==> src/rtl/tenbit_tmds_pkg.sv <==
// Shared constants and helpers for the per-lane TMDS 8b/10b encoder.
// Guard-band insertion is built only when TENBIT_TMDS_GUARD_BAND_EN is defined.
package tenbit_tmds_pkg;

  localparam logic [9:0] CTL_TOKEN_00 = 10'b1101010100;
  localparam logic [9:0] CTL_TOKEN_01 = 10'b0010101011;
  localparam logic [9:0] CTL_TOKEN_10 = 10'b0101010100;
  localparam logic [9:0] CTL_TOKEN_11 = 10'b1010101011;

  localparam logic [9:0] GB_VIDEO_CH0 = 10'b1011001100;
  localparam logic [9:0] GB_VIDEO_CH1 = 10'b0100110011;
  localparam logic [9:0] GB_VIDEO_CH2 = 10'b1011001100;

  localparam int CNT_W_DEFAULT = 6;

  function automatic logic [3:0] popcount8(input logic [7:0] d);
    logic [3:0] s;
    s = '0;
    for (int i = 0; i < 8; i++) s = s + {3'b000, d[i]};
    return s;
  endfunction

  function automatic logic [9:0] ctl_token(input logic [1:0] c);
    logic [9:0] t;
    case (c)
      2'b00:   t = CTL_TOKEN_00;
      2'b01:   t = CTL_TOKEN_01;
      2'b10:   t = CTL_TOKEN_10;
      default: t = CTL_TOKEN_11;
    endcase
    return t;
  endfunction

endpackage

==> src/rtl/tenbit_tmds_qm.sv <==
// Stage 1 of the TMDS encoder: transition-minimised q_m with de/control passthrough,
// registered only on valid beats.
module tenbit_tmds_qm
  import tenbit_tmds_pkg::*;
(
  input  logic       clk,
  input  logic       reset,
  input  logic       valid_in,
  input  logic       de_in,
  input  logic [7:0] frag_in,
  input  logic [1:0] c_in,
  output logic [8:0] q_m,
  output logic       de,
  output logic [1:0] c
);

  // XNOR chaining when the byte is ones-heavy (ties broken by bit 0); q_m[8]=1 marks XOR.
  function automatic logic [8:0] minimize(input logic [7:0] d);
    logic [3:0] n1;
    logic       use_xnor;
    logic [8:0] q;
    n1       = popcount8(d);
    use_xnor = (n1 > 4'd4) || ((n1 == 4'd4) && !d[0]);
    q        = '0;
    q[0]     = d[0];
    for (int i = 1; i < 8; i++) q[i] = use_xnor ? ~(q[i-1] ^ d[i]) : (q[i-1] ^ d[i]);
    q[8]     = ~use_xnor;
    return q;
  endfunction

  always_ff @(posedge clk or negedge reset) begin
    if (!reset) begin
      q_m <= '0;
      de  <= 1'b0;
      c   <= 2'b00;
    end else if (valid_in) begin
      q_m <= minimize(frag_in);
      de  <= de_in;
      c   <= c_in;
    end
  end

endmodule

==> src/rtl/tenbit_tmds_encoder.sv <==
// Per-lane TMDS encoder top: q_m stage, running-disparity stage and, with
// TENBIT_TMDS_GUARD_BAND_EN defined, a 2-beat delay line that inserts the video guard band.
module tenbit_tmds_encoder
  import tenbit_tmds_pkg::*;
#(
  parameter int CHANNEL = 0,
  parameter int CNT_W   = CNT_W_DEFAULT
) (
  input  logic       clk,
  input  logic       reset,
  input  logic       valid_in,
  input  logic       de_in,
  input  logic [7:0] frag_in,
  input  logic       hsync_in,
  input  logic       vsync_in,
  input  logic [1:0] ctl_in,
  output logic [9:0] tmds_out,
  output logic       valid_out,
  output logic       de_out
);

  // Handshake: no back-pressure; every pipeline register advances only on a clk edge with
  // valid_in=1, and valid_out is simply valid_in delayed by the pipeline depth in clocks.

  localparam logic signed [CNT_W-1:0] CNT_ZERO  = '0;
  localparam logic signed [CNT_W-1:0] CNT_TWO   = CNT_W'(2);
  localparam logic signed [CNT_W-1:0] CNT_EIGHT = CNT_W'(8);

  logic [1:0] c_sel;
  logic [8:0] s1_qm;
  logic       s1_de;
  logic [1:0] s1_c;

  assign c_sel = (CHANNEL == 0) ? {vsync_in, hsync_in} : ctl_in;

  tenbit_tmds_qm u_qm (
    .clk      (clk),
    .reset    (reset),
    .valid_in (valid_in),
    .de_in    (de_in),
    .frag_in  (frag_in),
    .c_in     (c_sel),
    .q_m      (s1_qm),
    .de       (s1_de),
    .c        (s1_c)
  );

  logic signed [CNT_W-1:0] n1_s, n0_s, diff_s, cnt_q, cnt_d;
  logic        [9:0]       sym_d, s2_sym;
  logic                    s2_de, q8;

  assign q8     = s1_qm[8];
  assign n1_s   = $signed({{(CNT_W-4){1'b0}}, popcount8(s1_qm[7:0])});
  assign n0_s   = CNT_EIGHT - n1_s;
  assign diff_s = n1_s - n0_s;

  always_comb begin
    sym_d = ctl_token(s1_c);
    cnt_d = cnt_q;
    if (!s1_de) begin
      cnt_d = CNT_ZERO;
    end else if ((cnt_q == CNT_ZERO) || (n1_s == n0_s)) begin
      sym_d = {~q8, q8, q8 ? s1_qm[7:0] : ~s1_qm[7:0]};
      cnt_d = q8 ? (cnt_q + diff_s) : (cnt_q - diff_s);
    end else if (((cnt_q > CNT_ZERO) && (n1_s > n0_s)) || ((cnt_q < CNT_ZERO) && (n0_s > n1_s))) begin
      sym_d = {1'b1, q8, ~s1_qm[7:0]};
      cnt_d = cnt_q - diff_s + (q8 ? CNT_TWO : CNT_ZERO);
    end else begin
      sym_d = {1'b0, q8, s1_qm[7:0]};
      cnt_d = cnt_q + diff_s - (q8 ? CNT_ZERO : CNT_TWO);
    end
  end

  always_ff @(posedge clk or negedge reset) begin
    if (!reset) begin
      s2_sym <= CTL_TOKEN_00;
      s2_de  <= 1'b0;
      cnt_q  <= CNT_ZERO;
    end else if (valid_in) begin
      s2_sym <= sym_d;
      s2_de  <= s1_de;
      cnt_q  <= cnt_d;
    end
  end

`ifdef TENBIT_TMDS_GUARD_BAND_EN
  localparam int LAT = 4;

  logic [9:0] gb_sym, d1_sym, d2_sym;
  logic       d1_de, d2_de, de_rise;

  assign gb_sym  = (CHANNEL == 1) ? GB_VIDEO_CH1 : ((CHANNEL == 2) ? GB_VIDEO_CH2 : GB_VIDEO_CH0);
  // First data beat is being encoded now; the two symbols ahead of it move into the delay line.
  assign de_rise = s1_de && !s2_de;

  always_ff @(posedge clk or negedge reset) begin
    if (!reset) begin
      d1_sym <= CTL_TOKEN_00;
      d1_de  <= 1'b0;
      d2_sym <= CTL_TOKEN_00;
      d2_de  <= 1'b0;
    end else if (valid_in) begin
      d1_sym <= de_rise ? gb_sym : s2_sym;
      d1_de  <= s2_de;
      d2_sym <= (de_rise && !d1_de) ? gb_sym : d1_sym;
      d2_de  <= d1_de;
    end
  end

  assign tmds_out = d2_sym;
  assign de_out   = d2_de;
`else
  localparam int LAT = 2;

  assign tmds_out = s2_sym;
  assign de_out   = s2_de;
`endif

  logic [LAT-1:0] valid_sr;

  always_ff @(posedge clk or negedge reset) begin
    if (!reset) valid_sr <= '0;
    else        valid_sr <= {valid_sr[LAT-2:0], valid_in};
  end

  assign valid_out = valid_sr[LAT-1];

endmodule

==> config.mk <==
export PLATFORM = sky130hd
export DESIGN_NAME = tenbit_tmds_encoder
export DESIGN_NICKNAME = d
export VERILOG_FILES = /design/src/rtl/tenbit_tmds_pkg.sv /design/src/rtl/tenbit_tmds_qm.sv /design/src/rtl/tenbit_tmds_encoder.sv
export SDC_FILE = /design/constraint.sdc
export NUM_CORES = 1
export LEC_CHECK = 0
export ABC_AREA = 1
export CORE_MARGIN = 5
export CORE_UTILIZATION = 52
export CTS_CLUSTER_DIAMETER = 100
export DETAILED_ROUTE_END_ITERATION = 12
export PLACE_DENSITY_LB_ADDON = 0.1
export SLEW_MARGIN = 10
export SYNTH_ARGS = -nofsm -noshare
export SYNTH_HDL_FRONTEND = slang
export SYNTH_SLANG_ARGS = --single-unit
==> constraint.sdc <==
create_clock -name clk -period 3.9 [get_ports clk]
set_clock_uncertainty 0.05 [all_clocks]
set_input_delay 0.39 -clock clk [delete_from_list [all_inputs] [get_ports clk]]
set_output_delay 0.39 -clock clk [all_outputs]
set_load 0.1 [all_outputs]
==> impl_metrics.sql <==
INSERT INTO impl_metrics (metric_group, metric, value, unit) VALUES
('clock_tree', 'clock_tree_root_driver_cell', 'clkbuf_8', ''),
('critical_path', 'endpoint_kind', 'register', ''),
('synthesis', 'syn-num-nets', '409', ''),
('clock_tree', 'htree_num_levels', '2', ''),
('placed_design', 'place.port_buffers', '25', ''),
('layout', 'number_of_fill_cells_in_the_layout', '413', ''),
('die', 'initial_utilization', '0.5387', ''),
('route', 'finalWirelength', '6939', 'um'),
('worst_hold_path', 'timing.hold.worst.class', 'reg2reg', ''),
('timing', 'timing.final.crit_share', '1.084', ''),
('clock_tree', 'cts-buffers-inserted', '5', ''),
('timing', 'timing.final.setup_violations', '14', ''),
('synthesis', 'synthesis.area_per_instance', '7.756', 'um2'),
('timing', 'fmax', '236.5', 'MHz'),
('run_status', 'failed_checks', 'setup timing', ''),
('synthesis', 'postSynthCellCount', '357', ''),
('timing', 'rsz_0062_raised_after_global_routing', 'true', ''),
('run_status', 'outcome', 'finished, violations left', ''),
('placed_design', 'postPlaceCellArea', '3336', 'um2'),
('route', 'dr.pass1.iters', '4', ''),
('global_route', 'global_route.usage.total', '0.1923', ''),
('layout', 'finalNetCount', '473', ''),
('clock_tree', 'ctsHoldBuffers', '0', ''),
('route', 'via_per_inst', '5.132', ''),
('layout', 'antenna-diode-count', '0', ''),
('die', 'fp-row-count', '26', ''),
('run', 'drv_cap', '0', ''),
('synthesis', 'yosysSeqAreaShare', '0.2824', ''),
('clock_tree', 'cts_tree', 'done', ''),
('global_route', 'antenna_found_initial', '0', ''),
('die', 'i_o_pins', '28', ''),
('clock_tree', 'clk_pin_slew_worst_paths', '0.07', 'ns'),
('clock_tree', 'clk_latency', '0.29', 'ns'),
('worst_hold_path', 'hold_start', 'valid_sr[0]', ''),
('critical_path', 'highest_fanout_seen_on_the_critical_path', '3', ''),
('critical_path', 'critPathLaunchType', 'register', ''),
('critical_path', 'worst-endpoint-required', '4.03', 'ns'),
('layout', 'layout-drive-gt1-share', '0.3246', ''),
('die', 'die_w', '82.97', 'um'),
('die', 'die_h', '82.97', 'um'),
('critical_path', 'r2r-start', 'u_qm.q_m[0]', ''),
('synthesis', 'synth-warning-count', '0', ''),
('timing', 'timing.final.crit_period', '4.229', 'ns'),
('global_route', 'grt_first_pass_wirelength', '11140', 'um'),
('placed_design', 'detailed_place_hpwl', '4982', 'um'),
('timing', 'maxSlewViolCount', '0', ''),
('synthesis', 'yosys_register_bits', '31', ''),
('timing', 'max_slew.worst_pin.slew', '1.209', 'ns'),
('synthesis', 'predominant_post_synthesis_flop_cell', 'dfrtp_1', ''),
('die', 'floorplan.core_area', '5140', 'um2'),
('placed_design', 'place_congestion', '0.8963', ''),
('global_route', 'largest_net_degree_at_the_start_of_global_routing', '32', ''),
('critical_path', 'timing.critical_path.from', 'u_qm.q_m[0]', ''),
('global_route', 'grt_pass1_vias', '2512', ''),
('route', 'drt-initial-drc-count', '76', ''),
('route', 'ant_nets', '0', ''),
('critical_path', 'critical_path_arrival', '4.36', 'ns'),
('layout', 'stdcell_area', '3807', 'um2'),
('global_route', 'global_route.overflow_total', '0', ''),
('timing', 'maxSlewHeadroom', '0.1873', ''),
('synthesis', 'ys_async_sr_fraction', '1.000', ''),
('synthesis', 'synth_enable_flop_cells', '0', ''),
('critical_path', 'critical_path_class', 'reg2reg', ''),
('clock_tree', 'cts.sinks', '31', ''),
('route', 'drc', '0', ''),
('clock_tree', 'max-clock-path-buffers', '2', ''),
('die', 'die_area', '6884', 'um2'),
('synthesis', 'netlist_area', '2769', 'um2'),
('synthesis', 'ys_types', '35', ''),
('route', 'vias', '2525', ''),
('layout', 'area_delta_synth_final', '37.51', '%'),
('timing', 'hold_violations', '0', ''),
('route', 'detail_route.wl_per_cell', '14.10', 'um'),
('timing', 'post-route-worst-setup-slack', '-0.3286', 'ns');
-- final cells by class --
class	count	area, um2	share of cell area
Inverter	58	222.7	0.05850
Timing Repair Buffer	65	573.1	0.1505
Multi-Input combinational cell	260	2057	0.5403
Sequential cell	31	782.0	0.2054
Clock inverter	2	12.51	0.003286
Clock buffer	6	72.57	0.01906
Tap cell	70	87.58	0.02300
-- cell families (layout without fill, tap and decap cells) --
group / Yosys count / count (layout) / share of synthesized area
AOI/OAI and AO/OA: 40 / 40 / 0.07727
xor gates and xnor gates: 11 / 11 / 0.03751
adders and majority gates: 36 / 36 / 0.1871
buffers and inverters: 67 / 131 / 0.09444
DFF: 31 / 31 / 0.2824
and+or+nand+nor: 172 / 173 / 0.3213
-- critical path: stages (launching register included) --
cell	delay [ns]
dfrtp_1	0.36
inv_2	0.06
fa_1	0.56
fa_1	0.43
fa_1	0.49
inv_1	0.04
ha_2	0.17
fa_2	0.43
xnor2_4	0.17
buf_4	0.15
buf_6	0.11
ha_4	0.17
ha_4	0.29
inv_1	0.09
xor2_2	0.17
nand2_1	0.06
nand2_1	0.06
nand2_1	0.04
nand2_1	0.07
nand2_1	0.05
nand2_1	0.05
nand2_1	0.04
-- final timing paths --
path                               endpoint  slack, ns  depth (start not counted)
worst max-delay path               cnt_q[5]      -0.33                         21
worst min-delay path            valid_sr[1]       0.30                          0
worst max register to register     cnt_q[5]      -0.33                         21
worst min register to register  valid_sr[1]       0.30                          0
max in group asynchronous       tmds_out[4]       3.03                          2
min in group asynchronous          cnt_q[5]       0.45                          2
-- layout by cell type, fill, tap and decap left out, types with 7 or more instances in the layout --
cell type / n
ha_1: 18
nand2_2: 13
dfrtp_1: 26
a21oi_2: 10
xor2_1: 7
nand2_1: 77
inv_1: 48
nand3_2: 16
o21ai_0: 12
fa_1: 8
nor2_1: 20
clkdlybuf4s50_1: 25
nand3_1: 23
buf_4: 34
inv_2: 7
-- metrics by stage --
step / setup WS (ns) / setup TNS, ns / util / hold WS [ns] / std cells
after floorplan: -0.1593 / -0.1814 / - / 0.04441 / 357
after global placement: -0.3155 / -0.8179 / 0.6490 / 0.2833 / 473
after detailed placement: -0.3722 / -1.564 / 0.6490 / 0.2934 / 473
after CTS: -0.3534 / -0.9811 / 0.6796 / 0.3083 / 482
after global routing: -0.5589 / -5.320 / 0.7408 / 0.3127 / 492
final: -0.3286 / -3.228 / 0.7408 / 0.3032 / 492
-- synthesized netlist by cell type (all sizes together) (2+ instances only) --
cell	number	area [um2]
xor2	9	78.83
dfstp	5	131.4
o31ai	2	15.01
ha	27	337.8
nor2	26	105.1
o21ai	17	85.08
nand3	40	245.2
buf	2	16.26
xnor2	2	25.03
clkbuf	7	27.52
nand3b	2	15.01
dfrtp	26	650.6
nand4	4	55.05
inv	57	214.0
a21oi	17	85.08
nand2	98	456.7
fa	9	180.2
-- metal layers --
metal,vias up,GRT usage,routed length [um]
met3,11,0.03465,245
met5,-,0,0
li1,1261,-,-
met2,47,0.3499,3771
met1,1206,0.2346,2841
met4,0,0.04458,80
-- what timing repair did --
item,CTS,global route
resized for setup,16,56
pin swaps,7,22
setup buffers,1,10
cloned,0,1
endpoints found under the setup margin,12,14
-- registers in the layout, summed over array words and instances (netlist names) --
signal / count
tmds_out: 10
u_qm.q_m: 9
cnt_q: 6
u_qm.c: 2
valid_sr: 2
de_out: 1
u_qm.de: 1
Power is left out: the tool's default activity adds up to more than one toggle a clock period on the data nets, which glitch-free logic cannot reach.
